==> config.mk <==
export PLATFORM = sky130hd
export DESIGN_NAME = coef_ram_buf
export DESIGN_NICKNAME = d
export VERILOG_FILES = /design/src/rtl/coef_ram_pkg.sv /design/src/rtl/coef_ram_mem.sv /design/src/rtl/coef_ram_buf.sv
export SDC_FILE = /design/constraint.sdc
export NUM_CORES = 2
export LEC_CHECK = 0
export CAP_MARGIN = 20
export CORE_ASPECT_RATIO = 1.4
export CORE_MARGIN = 2
export CORE_UTILIZATION = 32
export CTS_BUF_LIST = sky130_fd_sc_hd__clkbuf_8
export CTS_CLUSTER_SIZE = 30
export DETAILED_ROUTE_END_ITERATION = 10
export SLEW_MARGIN = 5
export SYNTH_ARGS = -nofsm -noshare
export SYNTH_HDL_FRONTEND = slang
export SYNTH_HIERARCHICAL = 1
export SYNTH_SLANG_ARGS = --single-unit
==> constraint.sdc <==
create_clock -name clk -period 18.3 [get_ports clk]
set_input_delay 1.83 -clock clk [delete_from_list [all_inputs] [get_ports clk]]
set_output_delay 1.83 -clock clk [all_outputs]
set_load 0.02 [all_outputs]
==> src/rtl/coef_ram_pkg.sv <==
// Shared definitions for the coefficient store: FSM encoding, default widths, lane helper.
// Latency: n/a (package).
// Backpressure: n/a (package).
package coef_ram_pkg;

  localparam int ADDR_W_DEF = 6;
  localparam int LANE_W_DEF = 16;
  localparam int LANES_DEF  = 4;
  localparam int TAG_W_DEF  = 10;
  localparam int WORD_W_DEF = LANES_DEF * LANE_W_DEF;

  typedef enum logic {
    IDLE  = 1'b0,
    CLEAR = 1'b1
  } state_t;

  // Lane k of a default-width coefficient word; lane 0 is the least significant.
  function automatic logic [LANE_W_DEF-1:0] lane_of(input logic [WORD_W_DEF-1:0] word,
                                                    input int unsigned k);
    return word[k*LANE_W_DEF +: LANE_W_DEF];
  endfunction

endpackage

==> src/rtl/coef_ram_mem.sv <==
// Coefficient storage: DEPTH x WORD_W, one synchronous write port, one synchronous read port.
// Latency: read data registered, 1 cycle; a same-edge write is not visible (read-old-data).
// Backpressure: none; both ports accept every cycle.
// Ports: clk; wr_en/wr_addr/wr_data write port; rd_addr in, rd_data out (registered).
module coef_ram_mem #(
  parameter int ADDR_W = 6,
  parameter int WORD_W = 64
) (
  input  logic              clk,
  input  logic              wr_en,
  input  logic [ADDR_W-1:0] wr_addr,
  input  logic [WORD_W-1:0] wr_data,
  input  logic [ADDR_W-1:0] rd_addr,
  output logic [WORD_W-1:0] rd_data
);

  localparam int DEPTH = 1 << ADDR_W;

  logic [WORD_W-1:0] mem [DEPTH];

  // Contents are deliberately not reset; miss tracking lives in the top level.
  always_ff @(posedge clk) begin
    if (wr_en) begin
      mem[wr_addr] <= wr_data;
    end
    rd_data <= mem[rd_addr];
  end

endmodule

==> src/rtl/coef_ram_buf.sv <==
// Coefficient buffer for the CORDIC iteration control: load port, clear sweep, tagged reads.
// Latency: read 2 cycles (stage 1 = RAM/forward/written bit, stage 2 = output register).
// Backpressure: ld_ready low during the clear sweep; reads have no backpressure.
// Ports: clk, reset (async active-low); ld_valid/ld_ready/ld_addr/ld_data load port;
//        clr_start pulse, busy; rd_valid/rd_addr/rd_tag read request;
//        out_valid/out_data/out_tag/out_miss registered read result.
module coef_ram_buf
  import coef_ram_pkg::*;
#(
  parameter int ADDR_W = ADDR_W_DEF,
  parameter int LANE_W = LANE_W_DEF,
  parameter int LANES  = LANES_DEF,
  parameter int TAG_W  = TAG_W_DEF
) (
  input  logic                    clk,
  input  logic                    reset,
  input  logic                    ld_valid,
  output logic                    ld_ready,
  input  logic [ADDR_W-1:0]       ld_addr,
  input  logic [LANES*LANE_W-1:0] ld_data,
  input  logic                    clr_start,
  output logic                    busy,
  input  logic                    rd_valid,
  input  logic [ADDR_W-1:0]       rd_addr,
  input  logic [TAG_W-1:0]        rd_tag,
  output logic                    out_valid,
  output logic [LANES*LANE_W-1:0] out_data,
  output logic [TAG_W-1:0]        out_tag,
  output logic                    out_miss
);

  localparam int DEPTH  = 1 << ADDR_W;
  localparam int WORD_W = LANES * LANE_W;

  state_t            state_q, state_d;
  logic [ADDR_W-1:0] sweep_q, sweep_d;
  logic [DEPTH-1:0]  written_q;

  // Unified write port: the loader in IDLE, the zeroing sweep in CLEAR.
  logic              wr_en;
  logic [ADDR_W-1:0] wr_addr;
  logic [WORD_W-1:0] wr_data;
  logic              wr_bit;

  logic [WORD_W-1:0] mem_rd_data;
  logic              fwd_hit;

  logic              s1_vld;
  logic [TAG_W-1:0]  s1_tag;
  logic              s1_fwd;
  logic [WORD_W-1:0] s1_fwd_data;
  logic              s1_wbit;

  // ---------------- FSM ----------------
  always_ff @(posedge clk or negedge reset) begin
    if (!reset) begin
      state_q <= IDLE;
      sweep_q <= '0;
    end else begin
      state_q <= state_d;
      sweep_q <= sweep_d;
    end
  end

  always_comb begin
    state_d  = state_q;
    sweep_d  = sweep_q;
    ld_ready = 1'b0;
    busy     = 1'b0;
    wr_en    = 1'b0;
    wr_addr  = ld_addr;
    wr_data  = ld_data;
    wr_bit   = 1'b1;
    case (state_q)
      IDLE: begin
        ld_ready = 1'b1;
        wr_en    = ld_valid;
        // A load in the clr_start cycle still lands; the sweep zeroes it later.
        if (clr_start) begin
          state_d = CLEAR;
          sweep_d = '0;
        end
      end
      CLEAR: begin
        busy    = 1'b1;
        wr_en   = 1'b1;
        wr_addr = sweep_q;
        wr_data = '0;
        wr_bit  = 1'b0;
        sweep_d = sweep_q + ADDR_W'(1);
        if (sweep_q == ADDR_W'(DEPTH - 1)) begin
          state_d = IDLE;
          sweep_d = '0;
        end
      end
      default: begin
        state_d = IDLE;
        sweep_d = '0;
      end
    endcase
  end

  // ---------------- written bitmap ----------------
  always_ff @(posedge clk or negedge reset) begin
    if (!reset) begin
      written_q <= '0;
    end else if (wr_en) begin
      written_q[wr_addr] <= wr_bit;
    end
  end

  // ---------------- storage ----------------
  coef_ram_mem #(
    .ADDR_W (ADDR_W),
    .WORD_W (WORD_W)
  ) u_mem (
    .clk     (clk),
    .wr_en   (wr_en),
    .wr_addr (wr_addr),
    .wr_data (wr_data),
    .rd_addr (rd_addr),
    .rd_data (mem_rd_data)
  );

  // The RAM returns old data on a same-edge collision, so the colliding write
  // is captured here and substituted in stage 2.
  assign fwd_hit = wr_en && (wr_addr == rd_addr);

  // ---------------- stage 1 ----------------
  always_ff @(posedge clk or negedge reset) begin
    if (!reset) begin
      s1_vld      <= 1'b0;
      s1_tag      <= '0;
      s1_fwd      <= 1'b0;
      s1_fwd_data <= '0;
      s1_wbit     <= 1'b0;
    end else begin
      s1_vld      <= rd_valid;
      s1_tag      <= rd_tag;
      s1_fwd      <= fwd_hit;
      s1_fwd_data <= wr_data;
      s1_wbit     <= fwd_hit ? wr_bit : written_q[rd_addr];
    end
  end

  // ---------------- stage 2 (outputs hold when no read completes) ----------------
  always_ff @(posedge clk or negedge reset) begin
    if (!reset) begin
      out_valid <= 1'b0;
      out_data  <= '0;
      out_tag   <= '0;
      out_miss  <= 1'b0;
    end else begin
      out_valid <= s1_vld;
      if (s1_vld) begin
        out_data <= s1_fwd ? s1_fwd_data : mem_rd_data;
        out_tag  <= s1_tag;
        out_miss <= ~s1_wbit;
      end
    end
  end

endmodule

==> results.md <==
* Drt wl/cell at 31.2 um
* Clock sinks at around 4.4k
* Post-synthesis mux area share at around 16%
* Clock transition at the registers of the reported paths at 0.07 ns
* CP Data Arrival Time at 7.11 ns
* Pre-CTS setup slack at approximately 11 ns
* Depth of the worst register-to-register path at 8
* P_leak at between 60 and 70 nW
* Final period util at approximately a third
* Post-synth top area share at between 70% and 80%
* Port bufs at ~170
* Via-to-Cell Ratio at roughly 5.4
* Count leader, synth: edfxtp_1
* Gr ovfl total at 0
* Largest net degree at the start of global routing at 120
* RSZ-0062 raised after global routing: false
* Synth Register Bits at 4384
* Post-synth cell types at 50
* First-pass GRT wire length at approximately 670000 um
* Maximum buffer depth of the clock tree at 4
* Post-CTS Resized at 0
* Vias at around 83k
* Final setup margin at ~12 ns
* Crit. End Element: flip-flop
* Max Freq at approximately 160 MHz
* Reg-to-reg slack, setup at about 13 ns
* Max-Cap Viols at 0
* Post-synth ARST share at ~5.1%
* Top fanout value on the critical path at 55
* Post-synthesis adder-cell area fraction at less than 1%
* Initial antenna violation count at 18
* Outcome: complete, no violations
* Post-Syn Area at ~170000 um2
* Hold Crit Start: s1_wbit
* Synth Instances at around 7.4k
* Slew Viols, Final at 0
* Final nets at 8149
* Syn nets at 7477
* Synth area leaders: edfxtp_1 74%, mux4_2 14%, dfrtp_1 3.4%
* Max H-tree Level at 6
* Sum Neg Setup Slack at 0 ns
* Post-CTS Setup Inserts at 0
* Drt first-iter violations at between 9k and 10k
* Actual slew at the worst max-slew pin at approximately 1.2 ns
* Post-DRT Antenna Nets at 0
* Post-synthesis xor/xnor area fraction at less than 1%
* Sequential fraction of the synthesis area at roughly four fifths
* Power per cell area at 115 nW/um2
* Hpwl dp at ~270000 um
* Yosys warns at 6
* Core Footprint at 516000 um2
* Gpl congestion at ~0.79
* Min-Delay Endpoint: out_miss
* HP Class: flip-flop to flip-flop
* Worst r2r dst: u_mem/mem[20][11]
* Synth cell count leaders: 4096 x edfxtp_1, 1031 x mux4_2, 224 x dfrtp_1
* Compound-cell area share of the yosys netlist at under 10%
* GRT Total Usage at a little under a fifth
* # DRC at 0
* Layout overhead on the synthesized area at 14.4%
* Critical path origin: rd_addr[2]
* Final hold violation count at 0
* Final WL at between 400000 and 500000 um
* Hold_buf cts at 0
* TritonCTS clock tree: yes
* Max-slew headroom at 17.3%
* Critical Path RT at 19.24 ns
* Leading area contributor after synthesis: edfxtp_1
* Fraction of layout instances using a drive strength above 1 at 27.3%
* Largest family of logic cells by synthesized area: multiplexers
* Row count at approximately 310
* Drt first pass iters at 6
* Setup Crit Path Kind: input port to flip-flop
* Setup crit start kind: input port
* Worst-Skew Late Latency at roughly 1.1 ns
* Num CTS Buffers at around 630
* Worst r2r src: state_q
* Die Y at roughly 860 um
* Starting Density at roughly 32%
* Die area at approximately 520000 um2
* EDFF count, synth at a little over 4k
* Most used DFF post-synth: edfxtp_1
* Final setup violation count at 0
* Number of global-route vias before repair at 85.2k
* Min Tclk post-route at a little over 6 ns
* Syn Area/Cell at roughly 22 um2
* Simple-gate portion of the synthesized area at around 1.7%
* DIE WIDTH at 612 um
* IO Count at ~170
* Clock skew at ~0.11 ns
* Worst hold path depth at 1
* Clk root buf: clkbuf_8
* Worst VDD drop at between 0.07 and 0.08 mV
-- flip-flops by register name (all words and copies together), names as in the netlist --
signal / flops
s1_wbit: 1
u_mem/mem: 4096
out_tag: 10
out_data: 64
out_miss: 1
out_valid: 1
s1_tag: 10
written_q: 64
s1_fwd_data: 64
s1_fwd: 1
u_mem/rd_data: 64
sweep_q: 6
state_q: 1
s1_vld: 1
-- how the worst max path moves through the flow --
| stage | endpoint | slack, ns | cells past startpoint |
|---|---|---|---|
| floorplan | u_mem/mem[48][0] | 10.56 | 6 |
| global placement | u_mem/rd_data[17] | 11.05 | 11 |
| detailed placement | u_mem/rd_data[17] | 11.06 | 11 |
| CTS | u_mem/rd_data[17] | 12.29 | 11 |
| global route | u_mem/rd_data[17] | 12.16 | 11 |
| finish | u_mem/rd_data[17] | 12.13 | 11 |
-- where the power goes --
group          internal, W  switching (W)
registers           0.0117       0.000187
logic             0.000685        0.00170
clock network      0.00373        0.00374
total               0.0161        0.00563
-- cell families after synthesis --
| kind of cell | after synthesis |
|---|---|
| DFF | 4384 |
| buffers and inverters | 458 |
| AOI/OAI and AO/OA | 708 |
| xor gates and xnor gates | 8 |
| adders and majority gates | 1 |
| and+or+nand+nor | 565 |
| muxes | 1261 |
-- per-stage QoR --
| stage | cells | hold slack, ns | area [um2] | utilization, % | total power (W) |
|---|---|---|---|---|---|
| 2_1_floorplan | 7385 | 0.402 | 166000 | - | 0.0133 |
| 3_3_place_gp | 14300 | 0.424 | 177000 | 34.4 | 0.0144 |
| 3_5_place_dp | 14300 | 0.419 | 178000 | 34.4 | 0.0145 |
| 4_1_cts | 15500 | 0.376 | 189000 | 36.7 | 0.0219 |
| 5_1_grt | 15500 | 0.413 | 190000 | 36.8 | 0.0224 |
| 6_report | 15500 | 0.388 | 190000 | 36.8 | 0.0218 |
-- area by class of cell --
| class | instances | area [um2] |
|---|---|---|
| inverter | 28 | 105 |
| clock buffer | 680 | 9360 |
| multi-input combinational | 2543 | 34700 |
| tap | 6908 | 8640 |
| fill | 46500 | 326000 |
| clock inverter | 459 | 2560 |
| sequential | 4384 | 130000 |
| timing repair buffer | 468 | 4260 |
| antenna | 17 | 42.5 |
-- layout by cell type, fill, tap and decap left out, types with 17 or more instances in the layout --
cell / Yosys / routed
nor2b_4: 0 / 67
inv_6: 0 / 18
o22ai_1: 87 / 87
or2_2: 28 / 28
buf_4: 34 / 276
clkinv_2: 0 / 54
or3_1: 30 / 30
mux4_2: 1031 / 1031
a22o_1: 88 / 88
o221ai_1: 38 / 38
nand3_1: 52 / 52
a22oi_1: 168 / 168
clkinv_1: 0 / 105
dfxtp_1: 64 / 64
nor2_1: 189 / 124
clkdlybuf4s50_1: 0 / 162
diode_2: 0 / 17
nor2_4: 0 / 64
a21oi_1: 65 / 65
a2bb2oi_1: 19 / 19
clkbuf_8: 0 / 680
clkinvlp_4: 0 / 18
inv_1: 22 / 255
mux2i_1: 206 / 204
a31oi_1: 18 / 18
o21ai_1: 66 / 66
dfrtp_1: 224 / 221
a41oi_1: 26 / 26
nand2_1: 78 / 75
bufinv_16: 0 / 20
and3_1: 64 / 64
edfxtp_1: 4096 / 4096
nor2b_1: 92 / 24
buf_12: 1 / 23
a211oi_1: 63 / 63
o31ai_1: 64 / 64
-- routing by layer --
metal	GRT usage (%)	wire length (um)
met5	0	37
met2	32.5	253000
met3	2.71	34500
met1	21.9	177000
met4	6.93	19500
-- worst max-delay path, cell delays in order --
cell	delay [ns]
buf_8	0.36
buf_4	0.80
buf_4	0.70
buf_4	0.77
buf_4	0.85
mux4_2	0.42
mux2i_1	0.19
o22ai_1	0.12
a31oi_1	0.54
buf_4	0.23
a211oi_1	0.04
Power figures use the tool's default switching activity.
